`config.mk`:
```
export PLATFORM = sky130hd
export DESIGN_NAME = pipe_exe_stage
export DESIGN_NICKNAME = d
export VERILOG_FILES = /design/src/rtl/pipe_pkg.sv /design/src/rtl/pipe_mdu_seq.sv /design/src/rtl/pipe_exe_stage.sv
export SDC_FILE = /design/constraint.sdc
export NUM_CORES = 1
export LEC_CHECK = 0
export BUFFER_PORTS_ARGS = -buffer_cell sky130_fd_sc_hd__buf_2
export CAP_MARGIN = 20
export CORE_UTILIZATION = 57
export DETAILED_ROUTE_END_ITERATION = 7
export GPL_ROUTABILITY_DRIVEN = 0
export PLACE_DENSITY_LB_ADDON = 0.1
export SYNTH_ARGS = -nofsm -noshare
export SYNTH_HDL_FRONTEND = slang
export SYNTH_SLANG_ARGS = --single-unit
```
`constraint.sdc`:
```
create_clock -name clk -period 4.2 [get_ports clk]
set_clock_uncertainty 0.2 [all_clocks]
set_input_delay 0 -clock clk [delete_from_list [all_inputs] [get_ports clk]]
set_output_delay 0 -clock clk [all_outputs]
set_load 0.03 [all_outputs]
```
`src/rtl/pipe_pkg.sv`:
```
// Shared definitions for the EX stage: ALU/MDU opcodes, MDU sizing, FSM encoding.
package pipe_pkg;

    localparam int XLEN     = 32;
    localparam int MDU_ITER = 32;   // one quotient/product bit per cycle

    localparam logic [4:0] ALUC_ADD   = 5'b00000;
    localparam logic [4:0] ALUC_SUB   = 5'b00001;
    localparam logic [4:0] ALUC_AND   = 5'b00010;
    localparam logic [4:0] ALUC_OR    = 5'b00011;
    localparam logic [4:0] ALUC_XOR   = 5'b00100;
    localparam logic [4:0] ALUC_LUI   = 5'b00101;
    localparam logic [4:0] ALUC_SLL   = 5'b00110;
    localparam logic [4:0] ALUC_SRL   = 5'b00111;
    localparam logic [4:0] ALUC_SRA   = 5'b01000;
    localparam logic [4:0] ALUC_SLT   = 5'b01001;
    localparam logic [4:0] ALUC_SLTU  = 5'b01010;
    localparam logic [4:0] ALUC_MULT  = 5'b10000;
    localparam logic [4:0] ALUC_MULTU = 5'b10001;
    localparam logic [4:0] ALUC_DIV   = 5'b10010;
    localparam logic [4:0] ALUC_DIVU  = 5'b10011;
    localparam logic [4:0] ALUC_MFHI  = 5'b10100;
    localparam logic [4:0] ALUC_MFLO  = 5'b10101;

    typedef enum logic [1:0] {
        MDU_IDLE = 2'd0,
        MDU_BUSY = 2'd1,
        MDU_DONE = 2'd2
    } mdu_state_e;

    // MULT/MULTU/DIV/DIVU share the 100xx prefix; low two bits select the op
    function automatic logic is_mdu_op(input logic [4:0] aluc);
        return aluc[4:2] == 3'b100;
    endfunction

endpackage

```
`src/rtl/pipe_mdu_seq.sv`:
```
// Iterative multiply/divide unit: shift-add multiply, restoring divide on
// magnitudes, sign fix-up on the final step, HI/LO result registers.
module pipe_mdu_seq
    import pipe_pkg::*;
(
    input  logic            clk,
    input  logic            clrn,
    input  logic            start,
    input  logic [1:0]      op,      // 00 MULT, 01 MULTU, 10 DIV, 11 DIVU
    input  logic [XLEN-1:0] a,
    input  logic [XLEN-1:0] b,
    output logic            busy,
    output logic            done,
    output logic [XLEN-1:0] hi,
    output logic [XLEN-1:0] lo
);

    localparam int CNT_W = $clog2(MDU_ITER);
    localparam logic [CNT_W-1:0] CNT_LAST = CNT_W'(MDU_ITER - 1);

    mdu_state_e      state_q, state_d;
    logic [CNT_W-1:0] cnt_q, cnt_d;
    logic [XLEN-1:0] acc_hi_q, acc_hi_d;  // partial product high / remainder
    logic [XLEN-1:0] acc_lo_q, acc_lo_d;  // multiplier / dividend -> quotient
    logic [XLEN-1:0] m_q, m_d;            // multiplicand / divisor magnitude
    logic [XLEN-1:0] dvd_q, dvd_d;        // raw dividend, returned on divide by zero
    logic            is_div_q, is_div_d;
    logic            neg_q, neg_d;        // product / quotient is negative
    logic            rneg_q, rneg_d;      // remainder is negative
    logic            dz_q, dz_d;
    logic [XLEN-1:0] hi_q, hi_d, lo_q, lo_d;

    logic            sgn, sa, sb;
    logic [XLEN-1:0] amag, bmag, mul_add, step_hi, step_lo;
    logic [XLEN:0]   mul_sum, div_sh, div_diff;
    logic            div_ge;
    logic [2*XLEN-1:0] prod;

    // Operand magnitudes and sign info for a new operation
    always_comb begin
        sgn  = ~op[0];
        sa   = sgn & a[XLEN-1];
        sb   = sgn & b[XLEN-1];
        amag = sa ? -a : a;
        bmag = sb ? -b : b;
    end

    // One iteration of either algorithm, from the current accumulators
    always_comb begin
        mul_add  = acc_lo_q[0] ? m_q : '0;
        mul_sum  = {1'b0, acc_hi_q} + {1'b0, mul_add};
        div_sh   = {acc_hi_q, acc_lo_q[XLEN-1]};
        div_diff = div_sh - {1'b0, m_q};
        div_ge   = div_sh >= {1'b0, m_q};
        if (is_div_q) begin
            step_hi = div_ge ? div_diff[XLEN-1:0] : div_sh[XLEN-1:0];
            step_lo = {acc_lo_q[XLEN-2:0], div_ge};
        end else begin
            step_hi = mul_sum[XLEN:1];
            step_lo = {mul_sum[0], acc_lo_q[XLEN-1:1]};
        end
        prod = {step_hi, step_lo};
    end

    // FSM next state, iteration registers and HI/LO write-back
    always_comb begin
        state_d  = state_q;
        cnt_d    = cnt_q;
        acc_hi_d = acc_hi_q;
        acc_lo_d = acc_lo_q;
        m_d      = m_q;
        dvd_d    = dvd_q;
        is_div_d = is_div_q;
        neg_d    = neg_q;
        rneg_d   = rneg_q;
        dz_d     = dz_q;
        hi_d     = hi_q;
        lo_d     = lo_q;
        busy     = 1'b0;
        done     = 1'b0;
        case (state_q)
            MDU_IDLE: begin
                busy = start;
                if (start) begin
                    acc_hi_d = '0;
                    acc_lo_d = amag;
                    m_d      = bmag;
                    dvd_d    = a;
                    is_div_d = op[1];
                    neg_d    = sa ^ sb;
                    rneg_d   = sa;
                    dz_d     = op[1] & (b == '0);
                    cnt_d    = '0;
                    state_d  = MDU_BUSY;
                end
            end
            MDU_BUSY: begin
                busy     = 1'b1;
                acc_hi_d = step_hi;
                acc_lo_d = step_lo;
                cnt_d    = cnt_q + 1'b1;
                if (cnt_q == CNT_LAST) begin
                    if (is_div_q) begin
                        lo_d = dz_q ? '1    : (neg_q  ? -step_lo : step_lo);
                        hi_d = dz_q ? dvd_q : (rneg_q ? -step_hi : step_hi);
                    end else begin
                        {hi_d, lo_d} = neg_q ? -prod : prod;
                    end
                    state_d = MDU_DONE;
                end
            end
            MDU_DONE: begin
                // op is still in EX this cycle; it leaves now, so never restart here
                done    = 1'b1;
                state_d = MDU_IDLE;
            end
            default: state_d = MDU_IDLE;
        endcase
        // stall drops the instant reset is asserted
        busy = busy & clrn;
    end

    // State and datapath registers; reset aborts any operation in flight
    always_ff @(posedge clk or negedge clrn) begin
        if (!clrn) begin
            state_q  <= MDU_IDLE;
            cnt_q    <= '0;
            acc_hi_q <= '0;
            acc_lo_q <= '0;
            m_q      <= '0;
            dvd_q    <= '0;
            is_div_q <= 1'b0;
            neg_q    <= 1'b0;
            rneg_q   <= 1'b0;
            dz_q     <= 1'b0;
            hi_q     <= '0;
            lo_q     <= '0;
        end else begin
            state_q  <= state_d;
            cnt_q    <= cnt_d;
            acc_hi_q <= acc_hi_d;
            acc_lo_q <= acc_lo_d;
            m_q      <= m_d;
            dvd_q    <= dvd_d;
            is_div_q <= is_div_d;
            neg_q    <= neg_d;
            rneg_q   <= rneg_d;
            dz_q     <= dz_d;
            hi_q     <= hi_d;
            lo_q     <= lo_d;
        end
    end

    assign hi = hi_q;
    assign lo = lo_q;

endmodule

```
`src/rtl/pipe_exe_stage.sv`:
```
// EX stage: operand selection, single-cycle ALU, MDU hookup, EX/MEM register.
module pipe_exe_stage
    import pipe_pkg::*;
(
    input  logic            clk,
    input  logic            clrn,
    input  logic            ewreg,
    input  logic            em2reg,
    input  logic            ewmem,
    input  logic [4:0]      ealuc,
    input  logic            ealuimm,
    input  logic            eshift,
    input  logic            ejal,
    input  logic [XLEN-1:0] ea,
    input  logic [XLEN-1:0] eb,
    input  logic [XLEN-1:0] eimm,
    input  logic [4:0]      ern,
    input  logic [XLEN-1:0] epc4,
    output logic            estall,
    output logic            mwreg,
    output logic            mm2reg,
    output logic            mwmem,
    output logic [XLEN-1:0] malu,
    output logic [XLEN-1:0] mb,
    output logic [4:0]      mrn
);

    logic [XLEN-1:0] opa, opb, alu_res, mdu_hi, mdu_lo;
    logic [4:0]      shamt;
    logic            mdu_done;

    logic            mwreg_q, mwreg_d, mm2reg_q, mm2reg_d, mwmem_q, mwmem_d;
    logic [XLEN-1:0] malu_q, malu_d, mb_q, mb_d;
    logic [4:0]      mrn_q, mrn_d;

    pipe_mdu_seq u_mdu (
        .clk   (clk),
        .clrn  (clrn),
        .start (is_mdu_op(ealuc)),
        .op    (ealuc[1:0]),
        .a     (ea),
        .b     (eb),
        .busy  (estall),
        .done  (mdu_done),
        .hi    (mdu_hi),
        .lo    (mdu_lo)
    );

    // Operand muxes and single-cycle ALU
    always_comb begin
        opa   = eshift  ? {{(XLEN-5){1'b0}}, eimm[10:6]} : ea;
        opb   = ealuimm ? eimm : eb;
        shamt = opa[4:0];
        alu_res = '0;
        case (ealuc)
            ALUC_ADD:  alu_res = opa + opb;
            ALUC_SUB:  alu_res = opa - opb;
            ALUC_AND:  alu_res = opa & opb;
            ALUC_OR:   alu_res = opa | opb;
            ALUC_XOR:  alu_res = opa ^ opb;
            ALUC_LUI:  alu_res = {opb[15:0], 16'b0};
            ALUC_SLL:  alu_res = opb << shamt;
            ALUC_SRL:  alu_res = opb >> shamt;
            ALUC_SRA:  alu_res = $signed(opb) >>> shamt;
            ALUC_SLT:  alu_res = {{(XLEN-1){1'b0}}, $signed(opa) < $signed(opb)};
            ALUC_SLTU: alu_res = {{(XLEN-1){1'b0}}, opa < opb};
            ALUC_MFHI: alu_res = mdu_hi;
            ALUC_MFLO: alu_res = mdu_lo;
            default:   alu_res = '0;
        endcase
    end

    // EX/MEM next values: bubble while stalled, MDU op never writes a GPR
    always_comb begin
        mwreg_d  = ewreg  & ~estall & ~mdu_done;
        mm2reg_d = em2reg & ~estall;
        mwmem_d  = ewmem  & ~estall;
        malu_d   = ejal ? epc4 + XLEN'(4) : alu_res;
        mb_d     = eb;
        mrn_d    = ejal ? 5'd31 : ern;
    end

    // EX/MEM pipeline register
    always_ff @(posedge clk or negedge clrn) begin
        if (!clrn) begin
            mwreg_q  <= 1'b0;
            mm2reg_q <= 1'b0;
            mwmem_q  <= 1'b0;
            malu_q   <= '0;
            mb_q     <= '0;
            mrn_q    <= '0;
        end else begin
            mwreg_q  <= mwreg_d;
            mm2reg_q <= mm2reg_d;
            mwmem_q  <= mwmem_d;
            malu_q   <= malu_d;
            mb_q     <= mb_d;
            mrn_q    <= mrn_d;
        end
    end

    assign mwreg  = mwreg_q;
    assign mm2reg = mm2reg_q;
    assign mwmem  = mwmem_q;
    assign malu   = malu_q;
    assign mb     = mb_q;
    assign mrn    = mrn_q;

endmodule

```
==> results of run 1 <==
-- cell usage after synthesis (all sizes together) (47+ instances only) --
cell type / instances
nor3: 70
nand3: 79
a21oi: 317
o221ai: 50
o22ai: 54
nor2: 358
and2: 54
o21ai: 324
xnor2: 146
o211ai: 53
mux2i: 118
inv: 177
dfrtp: 275
a211oi: 47
clkbuf: 187
ha: 167
xor2: 79
nand2: 518
-- repair_timing --
| item | 4_1_cts |
|---|---|
| gates cloned | 1 |
| hold buffers | 191 |
| pin swaps | 95 |
| buffers inserted | 46 |
| endpoints found under the hold margin | 443 |
| endpoints found under the setup margin | 31 |
| resized for setup | 188 |
-- layer usage --
metal  overflow  track usage, %
met5          0            26.5
met4         19            71.0
met3          1            59.1
met2         22            88.2
met1          2            72.6
-- metrics by stage --
| stage | setup TNS (ns) | std cells | worst slack, ns |
|---|---|---|---|
| CTS | -0.666 | 5212 | -0.110 |
| detailed placement | -7.59 | 4913 | -0.436 |
| floorplan | -0.105 | 3747 | -0.0414 |
| global placement | -4.42 | 4913 | -0.369 |
-- logic make-up after synthesis --
| kind of cell | synth area share (%) |
|---|---|
| xor gates and xnor gates | 7.05 |
| buffers and inverters | 5.75 |
| muxes | 4.83 |
| and+or+nand+nor | 21.9 |
| AOI/OAI and AO/OA | 28.1 |
| DFF | 24.6 |
| adders and majority gates | 7.77 |
==> results.yml, run 1 <==
synthesis:
  async_reset_ff_share_pct: 100
  synthDistinctLibCells: 111
  ys_seq_elements: 275
  ys_seq_area_share_pct: 24.6
  yosysTopAreaCell: "dfrtp_1"
  synthFlopType: "dfrtp_1"
  synth_nets: 4064
  syn_area_mm2: 0.0279
  synth_area_leaders: "dfrtp_1 25%, ha_1 7.5%, nand2_1 6.9%"
  syn_avg_cell_area_um2: 7.45
  netlist.area_leader.share_pct: 24.6
  synth_edf_count: 0
  yosys_warnings: 0
  syn_inst: 3747
sta:
  worst-ep-kind: "sequential cell input"
  crit_endpoint: "u_mdu.hi[31]$_DFFE_PN0P_/D"
floorplanning:
  start_util_pct: 58.1
  fp-row-count: 80
  die_y_um: 223
  fp.dieW_um: 223
  io_pins: 219
clocking:
  cts_buffers: 34
  htreeDepth: 2
  cts.path.max_buffers: 3
  clock-sinks: 275
  clockRootBuffer: "clkbuf_16"
status:
  failing_step: "global routing"
  firstError: "[ERROR GRT-0232] Routing congestion too high. Check the congestion heatmap in the GUI."
  status: "stopped before the end"
global_route:
  track_usage_pct: 72.5
  grt-ovfl-total: 44
  grt_max_degree: 95
placement:
  port_buffers: 218
  hpwl_mm: 99.1
  place_area_mm2: 0.0334
==> inputs of run 2 (changes only) <==
--- a/config.mk
+++ b/config.mk
@@ -7,10 +7,10 @@
 export LEC_CHECK = 0
 export BUFFER_PORTS_ARGS = -buffer_cell sky130_fd_sc_hd__buf_2
 export CAP_MARGIN = 20
-export CORE_UTILIZATION = 57
+export CORE_UTILIZATION = 40
 export DETAILED_ROUTE_END_ITERATION = 7
 export GPL_ROUTABILITY_DRIVEN = 0
-export PLACE_DENSITY_LB_ADDON = 0.1
+export PLACE_DENSITY_LB_ADDON = 0.15
 export SYNTH_ARGS = -nofsm -noshare
 export SYNTH_HDL_FRONTEND = slang
 export SYNTH_SLANG_ARGS = --single-unit
==> constraint.sdc (replaced) <==
create_clock -name clk -period 5.45 [get_ports clk]
set_clock_uncertainty 0.2 [all_clocks]
set_input_delay 0 -clock clk [delete_from_list [all_inputs] [get_ports clk]]
set_output_delay 0 -clock clk [all_outputs]
set_load 0.03 [all_outputs]
==> run 2 against run 1 <==
  * The flow now finishes without violations
  * Synthesized cell count did not move
  * Synthesized area did not move
==> results.yml, run 2 <==
floorplanning:
  core_area_mm2: 0.0688
  fp-row-count: 96
  start_util_pct: 40.6
  io_pins: 219
  die_y_um: 266
  fp.dieW_um: 266
  die-area_mm2: 0.0709
flow_run:
  drv_cap: 0
power_and_ir_drop:
  clkPwrFrac_pct: 14.8
  p_int_mw: 8.42
  cellPowerDensity_mw_per_mm2: 525
  power.leakage_nw: 14.5
  power_switching_mw: 9.26
  seqPwrFrac_pct: 17.7
  switching_share_pct: 52.4
  power_frac_comb_pct: 67.5
  finalPower_mw: 17.7
  irDropWorstVdd_uv: 295
setup_path:
  r2r_slack_ns: 0.28
  path_class: "primary input to flip-flop"
  cp_max_fo: 4
  cp.required_ns: 5.76
  cp_cell_sequence: "dlygate4sd3_1 -> buf_2 -> inv_1 -> o21a_1 -> inv_1 -> ha_1 -> inv_1 -> fa_1 -> nor2b_1 -> o2111ai_1 -> a31oi_1 -> nand2b_1 -> a41o_1 -> a31o_1 -> a211o_1 -> a41oi_1 -> nor2_1 -> o41ai_2 -> a32oi_1 -> or3_1 -> a21oi_1 -> dlygate4sd3_1"
  start_kind: "primary input"
  max_stage_delay_ns: 0.57
  crit_path_end_kind: "flip-flop"
  crit_path_frequent_cell: "inv_1"
  cp_slowest_cell: "dlygate4sd3_1"
  crit_arrival_ns: 5.67
min_path:
  hold_path.class: "primary input to flip-flop"
synthesis:
  netlist.area_leader.share_pct: 24.6
  synthMuxAreaShare_pct: 4.83
  synth_area_leaders: "dfrtp_1 25%, ha_1 7.5%, nand2_1 6.9%"
  ys_seq_area_share_pct: 24.6
  synth_nets: 4064
  synth-simple-area-share_pct: 21.9
  yosysTopAreaCell: "dfrtp_1"
  syn_avg_cell_area_um2: 7.45
  synth_edf_count: 0
  synthDistinctLibCells: 111
  yosys_warnings: 0
  synth_most_common_cell: "nand2_1"
  synthAdderAreaFrac_pct: 7.77
  syn_area_mm2: 0.0279
  synth_compound_area_share_pct: 28.1
  synth_top_family_by_area: "compound AO/OA/AOI/OAI gates"
  ys_seq_elements: 275
  async_reset_ff_share_pct: 100
  synth_xor_area_share_pct: 7.05
  syn_inst: 3747
  synthFlopType: "dfrtp_1"
  ys_top_cells_by_count: "517 x nand2_1, 357 x nor2_1, 314 x a21oi_1, 312 x o21ai_0, 275 x dfrtp_1"
global_route:
  track_usage_pct: 36.2
  antenna_found_initial: 6
  grt_max_degree: 159
  grt_pass1_wl_mm: 192
  grt_pass1_vias: 28900
  grt-ovfl-total: 0
placement:
  hpwl_mm: 99.2
  port_buffers: 218
clocking:
  cts.path.max_buffers: 3
  clkSlewWorstSetupHoldPaths_ns: 0.06
  cts_tree: "yes"
  clock-sinks: 275
  clockRootBuffer: "clkbuf_16"
  cts_buffers: 37
  clk_latency_ns: 0.60
  htreeDepth: 2
detailed_routing:
  wirelength_mm: 131
  drc: 0
  num_vias: 31000
  wire_per_inst_um: 26.0
  vias_per_cell: 6.13
  dr.first_iter.drc_count: 3887
  drtPass1Iterations: 6
  detail-route-antenna-nets: 0
sta:
  layout_min_cycle_time_ns: 5.36
  slew_headroom_pct: 17.9
  drv_slew: 0
  worst_slew_pin_slew_ns: 1.22
  post-route-period-util_pct: 98.4
  rsz0062_at_grt: "true"
  fin_setup_tns_ns: 0
  setup_viol: 0
  max_freq_ghz: 0.187
  hold_violations: 0
status:
  status: "finished clean"
cells_and_area:
  final_common_cell: "nand2_1"
  drive_gt1_share_pct: 12.3
  layout.nets: 4415
  layout_common_cells: "516 x nand2_1, 356 x nor2_1, 314 x a21oi_1"
  filler_cell_count: 6886
  area_growth_pct: 20.5
==> run 2: cell type report <==
class | instances | area (um2) | share of cell area (%)
diodes | 2 | 5.00 | 0.0149
clock buffers | 47 | 983 | 2.92
clock inverters | 20 | 269 | 0.799
inverters | 179 | 672 | 2.00
multi-input cells | 3060 | 19600 | 58.2
flip-flops and latches | 275 | 6890 | 20.5
well taps | 931 | 1160 | 3.46
repair buffers | 545 | 4090 | 12.2
==> run 2: per-stage QoR <==
stage | setup WS [ns] | cells | cell area, um2 | hold slack, ns | util, %
2_1_floorplan | 0.224 | 3747 | 27900 | -0.496 | -
3_3_place_gp | 0.149 | 4793 | 30400 | -0.193 | 44.1
3_5_place_dp | 0.188 | 4793 | 30400 | -0.195 | 44.1
4_1_cts | 0.136 | 5057 | 33600 | 0.000873 | 48.8
5_1_grt | -0.0541 | 5057 | 33700 | 0.0420 | 48.9
6_report | 0.0887 | 5059 | 33700 | 0.0182 | 48.9
==> run 2: kinds of logic after synthesis <==
logic type,Yosys count
buffers and inverters,412
flip-flops,275
AO/OA/AOI/OAI,1199
adder cells (fa/ha/maj),171
AND/OR/NAND/NOR,1332
XOR/XNOR,225
multiplexers,133
==> run 2: timing repair <==
action / CTS / global route
hold buffers: 197 / 0
resized for setup: 0 / 8
setup endpoints to repair: 0 / 16
buffers inserted: 0 / 0
hold endpoints to repair: 445 / 0
==> run 2: worst max-delay path, delay by kind of cell <==
| family | cells | cell delay, ns |
|---|---|---|
| compound gates | 10 | 2.64 |
| buf+inv | 6 | 1.62 |
| simple gates | 4 | 0.84 |
| fa+ha+maj | 2 | 0.56 |
==> run 2: power groups by stage <==
| stage | Combinational, mW | Clock [mW] | Sequential, mW |
|---|---|---|---|
| after floorplan | 7.92 | 0 | 2.92 |
| after global placement | 11.4 | 0 | 3.14 |
| after detailed placement | 11.4 | 0 | 3.14 |
| after CTS | 11.6 | 2.65 | 3.11 |
| after global routing | 12.8 | 2.71 | 3.18 |
| final | 11.9 | 2.62 | 3.13 |
==> run 2: path summary, 6_finish.rpt <==
check,startpoint,end,cells after the start
min in group asynchronous,clrn,mb[14],4
worst min register to register,u_mdu.dvd_q[3],u_mdu.dvd_q[3],2
worst min-delay path,eb[7],mb[7],2
worst max-delay path,eb[0],malu[0],22
max in group asynchronous,clrn,u_mdu.is_div_q,4
worst max register to register,u_mdu.acc_hi_q[4],u_mdu.hi[28],15
==> run 2: metal layers <==
metal / track usage, % / routed length, um
met5: 0 / 27
met4: 21.2 / 9020
met3: 8.38 / 12500
met2: 55.6 / 56700
met1: 46.3 / 53100
Power figures use the tool's default switching activity.
